File: config.mk
export PLATFORM = sky130hd
export DESIGN_NAME = branch_resolve
export DESIGN_NICKNAME = d
export VERILOG_FILES = /design/src/rtl/branch_resolve_pkg.sv /design/src/rtl/bru_update_fifo.sv /design/src/rtl/branch_resolve.sv
export SDC_FILE = /design/constraint.sdc
export NUM_CORES = 1
export LEC_CHECK = 0
export ABC_AREA = 1
export ABC_CLOCK_PERIOD_IN_PS = 6300
export BUFFER_PORTS_ARGS = -buffer_cell sky130_fd_sc_hd__buf_2
export CORE_ASPECT_RATIO = 1.5
export CORE_UTILIZATION = 52
export CTS_CLUSTER_SIZE = 28
export DETAILED_ROUTE_END_ITERATION = 16
export PLACE_DENSITY = 0.76
export SKIP_CTS_REPAIR_TIMING = 1
export SLEW_MARGIN = 40
export SYNTH_ARGS = -nofsm -noshare
export SYNTH_HDL_FRONTEND = slang
export SYNTH_SLANG_ARGS = --single-unit
File: constraint.sdc
create_clock -name clk -period 6.3 [get_ports clk]
set_input_delay 0.945 -clock clk [delete_from_list [all_inputs] [get_ports clk]]
set_output_delay 0.945 -clock clk [all_outputs]
set_load 0.03 [all_outputs]
File: src/rtl/branch_resolve_pkg.sv
// Shared definitions for the branch resolve unit and the predictor that consumes PB_BUS.
// Holds the update-bus width and field offsets, the FSM state type and the mispredict rule.
package branch_resolve_pkg;

  localparam int PB_BUS_Wid      = 99;
  localparam int PB_INST_LSB     = 67;
  localparam int PB_DIRECT_BIT   = 66;
  localparam int PB_INDIRECT_BIT = 65;
  localparam int PB_TAKEN_BIT    = 64;
  localparam int PB_TARGET_LSB   = 32;
  localparam int PB_PC_LSB       = 0;

  typedef enum logic {
    ST_RUN    = 1'b0,
    ST_SQUASH = 1'b1
  } bru_state_e;

  // Direction differs, or both say taken but the targets differ.
  function automatic logic bru_mispredict(input logic pt, input logic tk,
                                          input logic [31:0] ptgt, input logic [31:0] tgt);
    return (pt != tk) || (pt && tk && (ptgt != tgt));
  endfunction

endpackage

File: src/rtl/bru_update_fifo.sv
// Predictor-update FIFO: W-bit entries, DEPTH entries (power of two), synchronous reset.
// Enqueue into a full FIFO is allowed when a dequeue happens in the same cycle.
module bru_update_fifo #(
  parameter int W     = 8,
  parameter int DEPTH = 4
) (
  input  logic         clk,
  input  logic         rstn,
  input  logic         enq_i,
  input  logic [W-1:0] data_i,
  input  logic         deq_i,
  output logic         full_o,
  output logic         empty_o,
  output logic [W-1:0] head_o
);
  localparam int AW = $clog2(DEPTH);

  logic [W-1:0]  mem_q [DEPTH];
  logic [AW-1:0] head_q, head_d, tail_q, tail_d;
  logic [AW:0]   count_q, count_d;
  logic          do_enq, do_deq;

  assign full_o  = (count_q == (AW+1)'(DEPTH));
  assign empty_o = (count_q == '0);
  assign head_o  = mem_q[head_q];
  assign do_deq  = deq_i && !empty_o;
  assign do_enq  = enq_i && (!full_o || do_deq);

  // Pointer and occupancy next state; pointers wrap naturally at DEPTH.
  always_comb begin
    head_d  = do_deq ? head_q + AW'(1) : head_q;
    tail_d  = do_enq ? tail_q + AW'(1) : tail_q;
    count_d = count_q + (AW+1)'(do_enq) - (AW+1)'(do_deq);
  end

  // Control registers with synchronous reset.
  always_ff @(posedge clk) begin
    if (!rstn) begin
      head_q  <= '0;
      tail_q  <= '0;
      count_q <= '0;
    end else begin
      head_q  <= head_d;
      tail_q  <= tail_d;
      count_q <= count_d;
    end
  end

  // Entry storage; contents are only observed while count is non-zero.
  always_ff @(posedge clk) begin
    if (do_enq) mem_q[tail_q] <= data_i;
  end

endmodule

File: src/rtl/branch_resolve.sv
// Branch resolve unit: checks execute-stage branches against their prediction, pulses
// predict_error with the correct-path PC, squashes wrong-path offers until that PC shows up,
// and queues every resolved branch for the predictor on PB_BUS.
// Optional macro BRU_PERF_CNT_EN adds saturating resolved-branch / mispredict counters.
module branch_resolve
  import branch_resolve_pkg::*;
#(
  parameter int UQ_DEPTH = 4
) (
  input  logic                  clk,
  input  logic                  rstn,
  input  logic                  E_valid,
  input  logic [31:0]           E_pc,
  input  logic [31:0]           E_inst,
  input  logic                  E_direct,
  input  logic                  E_cond,
  input  logic                  E_pred_taken,
  input  logic [31:0]           E_pred_target,
  input  logic                  E_taken,
  input  logic [31:0]           E_target,
  output logic                  bru_allowin,
  input  logic                  ex_en,
  input  logic                  ertn_flush,
  output logic                  predict_error,
  output logic [31:0]           redirect_pc,
  output logic [PB_BUS_Wid-1:0] PB_BUS
`ifdef BRU_PERF_CNT_EN
  ,
  output logic [31:0]           perf_br_cnt,
  output logic [31:0]           perf_mis_cnt
`endif
);

  bru_state_e            state_q, state_d;
  logic                  pe_q, pe_d;
  logic [31:0]           redirect_q, redirect_d;
  logic                  is_br, flush, accept, pc_match, live, mis;
  logic                  uq_enq, uq_deq, uq_full, uq_empty;
  logic [PB_BUS_Wid-1:0] uq_wdata, uq_head;

  assign is_br       = E_direct | E_cond;
  assign flush       = ex_en | ertn_flush;
  assign uq_deq      = !uq_empty;
  assign bru_allowin = !is_br || !uq_full || uq_deq;
  assign accept      = E_valid && bru_allowin;
  // redirect_q doubles as the saved correct-path PC while squashing.
  assign pc_match    = (E_pc == redirect_q);
  assign live        = accept && !flush && ((state_q == ST_RUN) || pc_match);
  assign mis         = live && is_br && bru_mispredict(E_pred_taken, E_taken, E_pred_target, E_target);
  assign uq_enq      = live && is_br;

  // Pack the update record at the predictor's field offsets.
  always_comb begin
    uq_wdata                                = '0;
    uq_wdata[PB_INST_LSB +: 32]             = E_inst;
    uq_wdata[PB_DIRECT_BIT]                 = E_direct;
    uq_wdata[PB_INDIRECT_BIT]               = E_cond;
    uq_wdata[PB_TAKEN_BIT]                  = E_taken;
    uq_wdata[PB_TARGET_LSB +: 32]           = E_target;
    uq_wdata[PB_PC_LSB +: 32]               = E_pc;
  end

  // RUN/SQUASH next state plus the registered mispredict pulse and redirect PC.
  always_comb begin
    state_d    = state_q;
    pe_d       = mis;
    redirect_d = mis ? (E_taken ? E_target : E_pc + 32'd4) : redirect_q;
    case (state_q)
      ST_RUN:    if (mis) state_d = ST_SQUASH;
      ST_SQUASH: begin
        if (flush)                    state_d = ST_RUN;
        else if (accept && pc_match)  state_d = mis ? ST_SQUASH : ST_RUN;
      end
      default:   state_d = ST_RUN;
    endcase
  end

  // State, pulse and redirect registers with synchronous reset.
  always_ff @(posedge clk) begin
    if (!rstn) begin
      state_q    <= ST_RUN;
      pe_q       <= 1'b0;
      redirect_q <= '0;
    end else begin
      state_q    <= state_d;
      pe_q       <= pe_d;
      redirect_q <= redirect_d;
    end
  end

  assign predict_error = pe_q;
  assign redirect_pc   = redirect_q;
  assign PB_BUS        = uq_empty ? '0 : uq_head;

  bru_update_fifo #(
    .W     (PB_BUS_Wid),
    .DEPTH (UQ_DEPTH)
  ) u_uq (
    .clk     (clk),
    .rstn    (rstn),
    .enq_i   (uq_enq),
    .data_i  (uq_wdata),
    .deq_i   (uq_deq),
    .full_o  (uq_full),
    .empty_o (uq_empty),
    .head_o  (uq_head)
  );

`ifdef BRU_PERF_CNT_EN
  logic [31:0] br_cnt_q, mis_cnt_q;

  // Saturating counters of resolved branches and mispredicts.
  always_ff @(posedge clk) begin
    if (!rstn) begin
      br_cnt_q  <= '0;
      mis_cnt_q <= '0;
    end else begin
      if (uq_enq && (br_cnt_q  != 32'hFFFF_FFFF)) br_cnt_q  <= br_cnt_q + 32'd1;
      if (mis    && (mis_cnt_q != 32'hFFFF_FFFF)) mis_cnt_q <= mis_cnt_q + 32'd1;
    end
  end

  assign perf_br_cnt  = br_cnt_q;
  assign perf_mis_cnt = mis_cnt_q;
`endif

endmodule

After elaboration in Yosys (flattened, before gate mapping)
Memories as Yosys holds them, arrays and structs flattened. A register that Yosys moved wholly into a read port is not among the register bits.
Index checks and enable logic that the tools add are counted.
- add/subtract/negate cells: 5
- eq/ne operators: 4
- mux-type cells: 10
- bitwise gates (word level): 3
- reduce and logical (&&, ||, !) cells: 19
- operators with widths (cell ; number):
    two-way mux 99 bit ; 1
    adder 32 x 3 -> 32 bit, second input constant ; 1
    equality test 32 bit ; 1
    two-way mux 32 bit ; 1
    != test 32 bit ; 1
    logical AND 1 bit ; 9
    logical OR 1 bit ; 5
    two-way mux 1 bit ; 5
    adder 2 x 1 -> 2 bit, second input constant ; 2
    logical NOT 1 bit ; 4
    two-way mux 2 bit ; 2
    adder 3 x 1 -> 3 bit ; 1
    equality test 3 bit, second input constant ; 1
    logical NOT 3 bit ; 1
    subtractor 3 x 1 -> 3 bit ; 1
    bitwise OR 1 bit ; 2
    one-hot mux 1 bit (2 select lines) ; 1
    != test 1 bit ; 1
    inverter 1 bit ; 1
- register bits: 41
- bits in writable memories: 396
- word-level logic and storage cells: 48
- memories: 1
- memory list (memory ; words ; width ; read ports ; clocked after Yosys merged registers in ; write ports ; line ; RTL):
    u_uq.mem_q ; 4 ; 99 ; 1 ; 1 ; 1 ; bru_update_fifo.sv:18 ; logic [W-1:0] mem_q [DEPTH];

Depth between registers and ports, before layout
- depth in word-level cells: 13
- mapped depth: 16

By module
From an unflattened synthesis, not the netlist that was laid out.
- cell total of the unflattened synthesis: 1828
- area, all modules: 19311.0 um^2
- by module, submodules not included (module ; times used ; cells an instance ; area each (um^2) ; seq. area each (um^2)):
    bru_update_fifo ; 1 ; 1026 ; 15120.8 ; 12071.6
    branch_resolve ; 1 ; 802 ; 4190.3 ; 680.7

Worst setup path before layout
No wires, ideal clock.
- path type: input port to flip-flop
- start point: input port E_pc[10]
- end point: memory u_uq.mem_q[0][0] in the netlist's numbering (enable)
- setup time: 0.558 ns
- data arrival time: 5.918 ns
- data required time: 5.742 ns
- setup slack: -0.177 ns
- cell stages on the path: 10
- buffers on the path: 1
- cells stage by stage: buf_2 -> xnor2_1 -> nand2_1 -> nor2_1 -> nand2_1 -> nor2_1 -> nand2_1 -> nand2_1 -> nand2_1 -> nor2_1
- word-level cells in the longest chain between the ends: 7
- RTL lines (element ; line ; RTL):
    from (decl) ; branch_resolve.sv:13 ; input logic [31:0] E_pc,
    equality test 32 bit ; branch_resolve.sv:47 ; assign pc_match = (E_pc == redirect_q);
    logical OR 1 bit ; branch_resolve.sv:48 ; assign live = accept && !flush && ((state_q == ST_RUN) || pc_match);
    logical AND 1 bit ; branch_resolve.sv:48 ;
    logical AND 1 bit ; branch_resolve.sv:50 ; assign uq_enq = live && is_br;
    logical AND 1 bit ; bru_update_fifo.sv:27 ; assign do_enq = enq_i && (!full_o || do_deq);
    two-way mux 1 bit ; bru_update_fifo.sv:51 ; if (do_enq) mem_q[tail_q] <= data_i;
    two-way mux 1 bit (not written as such) ; bru_update_fifo.sv:51 ;
    to (decl) ; bru_update_fifo.sv:18 ;
Every way passes these cells.

==> flow_metrics.env <==
export IMPL_grt_pass1_wl_mm=75.2
export IMPL_synth_top_cell_by_area="edfxtp_1"
export IMPL_max_stage_delay_ns=0.69
export IMPL_instances_no_fill=2566
export IMPL_powerDensity_nw_per_um2=411
export IMPL_r2r_end="u_uq.mem_q[3][25]"
export IMPL_crit_chain="buf_4, buf_4, nor2_1, nor2_1, o21ai_0, a21oi_1, buf_2"
export IMPL_die_x_um=158
export IMPL_core_area_um2=35900
export IMPL_dieArea_um2=37300
export IMPL_ys_warnings_count=0
export IMPL_initial_utilization=0.528
export IMPL_grt_overflow=0
export IMPL_hold_path_class="reg2reg"
export IMPL_cts_buffer_depth=3
export IMPL_root_buffer="clkbuf_16"
export IMPL_wl_per_cell_um=19.8
export IMPL_drt_iter0_markers=1323
export IMPL_cts_buffers=39
export IMPL_period_share=0.692
export IMPL_tns_ns=0
export IMPL_port_buffers=268
export IMPL_viasPerCell=5.55
export IMPL_ctsHtreeMaxLevel=2
export IMPL_drc=0
export IMPL_cp_depth=7
export IMPL_yosys_area_share_simple=0.161
export IMPL_r2r_cells=10
export IMPL_synth_top_family_by_area="simple AND/OR/NAND/NOR gates"
export IMPL_rsz0062_at_grt="false"
export IMPL_antenna_found_initial=4
export IMPL_hold_slack_ns=0.476
export IMPL_synth_seq_cells=439
export IMPL_tightest_slew_ns=0.849
export IMPL_grt_pass1_vias=13511
export IMPL_synthAdderAreaFrac=0.00633
export IMPL_synthToLayoutAreaGrowth_pct=17.1
export IMPL_ir_drop_mv=0.271
export IMPL_relSlewSlack=0.434
export IMPL_ant_nets=0
export IMPL_grt_max_degree=100
export IMPL_dp_cells=2489
export IMPL_arrival_ns=3.42
export IMPL_vias=14247
export IMPL_clk_latency_ns=0.55
export IMPL_synthDistinctLibCells=35
export IMPL_synth_fp_nets=1966
export IMPL_p_leak_nw=8.31
export IMPL_crit_buf_inv=3
export IMPL_synthesis_area_um2=19000
export IMPL_track_usage=0.269
export IMPL_synth_most_common_cell="nor2_1"
export IMPL_crit_path_start_kind="flip-flop"
export IMPL_slew_violations=0
export IMPL_r2r_start="redirect_pc[24]"
export IMPL_critPathRequiredTime_ns=5.35
export IMPL_setup_viol=0
export IMPL_fin_nets=2201
export IMPL_synth_xor_area_frac=0.0286
export IMPL_synth_compound_area_share=0.0975
export IMPL_slowest_stage="dfxtp_4"
export IMPL_drive_above_1_share=0.176
export IMPL_dp_slack_ns=2.36
export IMPL_clock_skew_ns=0.0222
export IMPL_synth_mux_area_frac=0.00158
export IMPL_hold_violations=0
export IMPL_cts_tree="done"
export IMPL_nFillCells=2879
export IMPL_async_flop_share=0
export IMPL_period_minus_slack_ns=4.36
export IMPL_synth_edff_count=396
export IMPL_path_class="reg2out"
export IMPL_cpLargestDelayFamily="buffers and inverters"
export IMPL_critPathCapture="PB_BUS[13]"
export IMPL_dpl_hpwl_mm=32.6
export IMPL_ys_flop_type="edfxtp_1"
export IMPL_min_path_cells=1
export IMPL_max_freq_ghz=0.229
export IMPL_fp_dieH_um=236
export IMPL_status="finished, final reports clean"
export IMPL_clk_pin_slew_ns=0.06
export IMPL_wl_mm=50.8
export IMPL_cts_sinks=439
export IMPL_seq_area_frac_synth=0.672
export IMPL_syn_inst=1820
export IMPL_synth_area_leaders="edfxtp_1, nor2_1, o21ai_0, dfxtp_1, nand2_1"
export IMPL_fin_ws_ns=1.94
export IMPL_path_max_fanout=56
export IMPL_endpoint_kind="output port"
export IMPL_drt_first_pass_iters=5
export IMPL_synthTopCellsByCount="nor2_1, edfxtp_1, o21ai_0"
export IMPL_maxCapViolCount=0
export IMPL_rrSetupSlack_ns=3.10
export IMPL_place_gp_congestion=0.926
export IMPL_rows=85
export IMPL_synth_top_cell_area_share=0.626
export IMPL_io_pins=270
export IMPL_avgSynthCellArea_um2=10.4
[kinds of logic (layout without fill, tap and decap cells)]
kind of cell | Yosys count | count (layout)
buffers and inverters | 160 | 425
xor gates and xnor gates | 62 | 62
and+or+nand+nor | 782 | 782
adders and majority gates | 9 | 9
DFF | 439 | 439
AOI/OAI and AO/OA | 364 | 364
other | 1 | 4
muxes | 3 | 3
[cell usage in the layout (no fill, tap or decap), types with 4 or more instances in the layout]
cell type and count:
nor2_1 496, edfxtp_1 396, buf_2 268, o21ai_0 218
nand2_1 217, a21oi_1 132, inv_1 60, xnor2_1 57
clkbuf_16 42, dfxtp_1 41, nand3_1 37, nor3_1 10
buf_4 10, nand3b_1 8, ha_1 8, clkbuf_1 8
clkinv_2 7, buf_12 6, xor2_1 5, o21ai_1 5
bufinv_16 5, nand4_1 4, nor2_4 4
[routing by layer]
metal  up-vias  part of all wire  track usage
li1       6680                 -            -
met1      6838              0.39        0.331
met2       599              0.50        0.459
met3       126             0.067       0.0417
met4         4             0.044        0.127
met5         -           0.00051            0
[worst min path at each step]
| stage | start | to |
|---|---|---|
| finish | u_uq.head_q[0] | flip-flop |
| global route | u_uq.head_q[0] | flip-flop |
| CTS | u_uq.head_q[0] | flip-flop |
| detailed placement | u_uq.head_q[0] | flip-flop |
| global placement | u_uq.head_q[1] | flip-flop |
| floorplan | u_uq.head_q[1] | flip-flop |
[report_power, final]
group | total, mW | leakage [nW] | switching, mW | internal (mW)
combinational | 3.34 | 3.74 | 2.46 | 0.876
sequential | 3.34 | 3.92 | 0.107 | 3.23
clock | 2.47 | 0.648 | 1.03 | 1.44
[stage by stage]
step	power (mW)	util	cell area [µm²]
3_3_place_gp	6.65	0.577	20700
6_report	9.15	0.619	22200
3_5_place_dp	6.73	0.579	20800
2_1_floorplan	5.64	-	19000
5_1_grt	9.54	0.619	22200
4_1_cts	9.17	0.616	22200
[worst reg2reg max path: cells and delay by family, from the launching register on]
| kind | cells | cell delay, ns |
|---|---|---|
| buffers and inverters | 1 | 0.46 |
| AND/OR/NAND/NOR | 8 | 1.63 |
| flip-flops | 1 | 0.47 |
| XOR/XNOR | 1 | 0.16 |
[final cells by class]
cell class                      instances  area [µm²]  share of cell area
Timing Repair Buffer                  290        1660              0.0745
Clock buffer                           52        1100              0.0493
Multi-Input combinational cell       1221        5640               0.254
Tap cell                              478         598              0.0269
Clock inverter                         19         229              0.0103
Antenna cell                            3        7.51            0.000338
Sequential cell                       439       12800               0.574
Inverter                               64         248              0.0111
[state kept, by name (all words and copies together) (netlist names), named ones only]
signal         flops
u_uq.count_q       3
redirect_pc       32
state_q            1
u_uq.tail_q        2
u_uq.head_q        2
predict_error      1
u_uq.mem_q       396
Note: power is estimated with default switching activity, not from simulation.
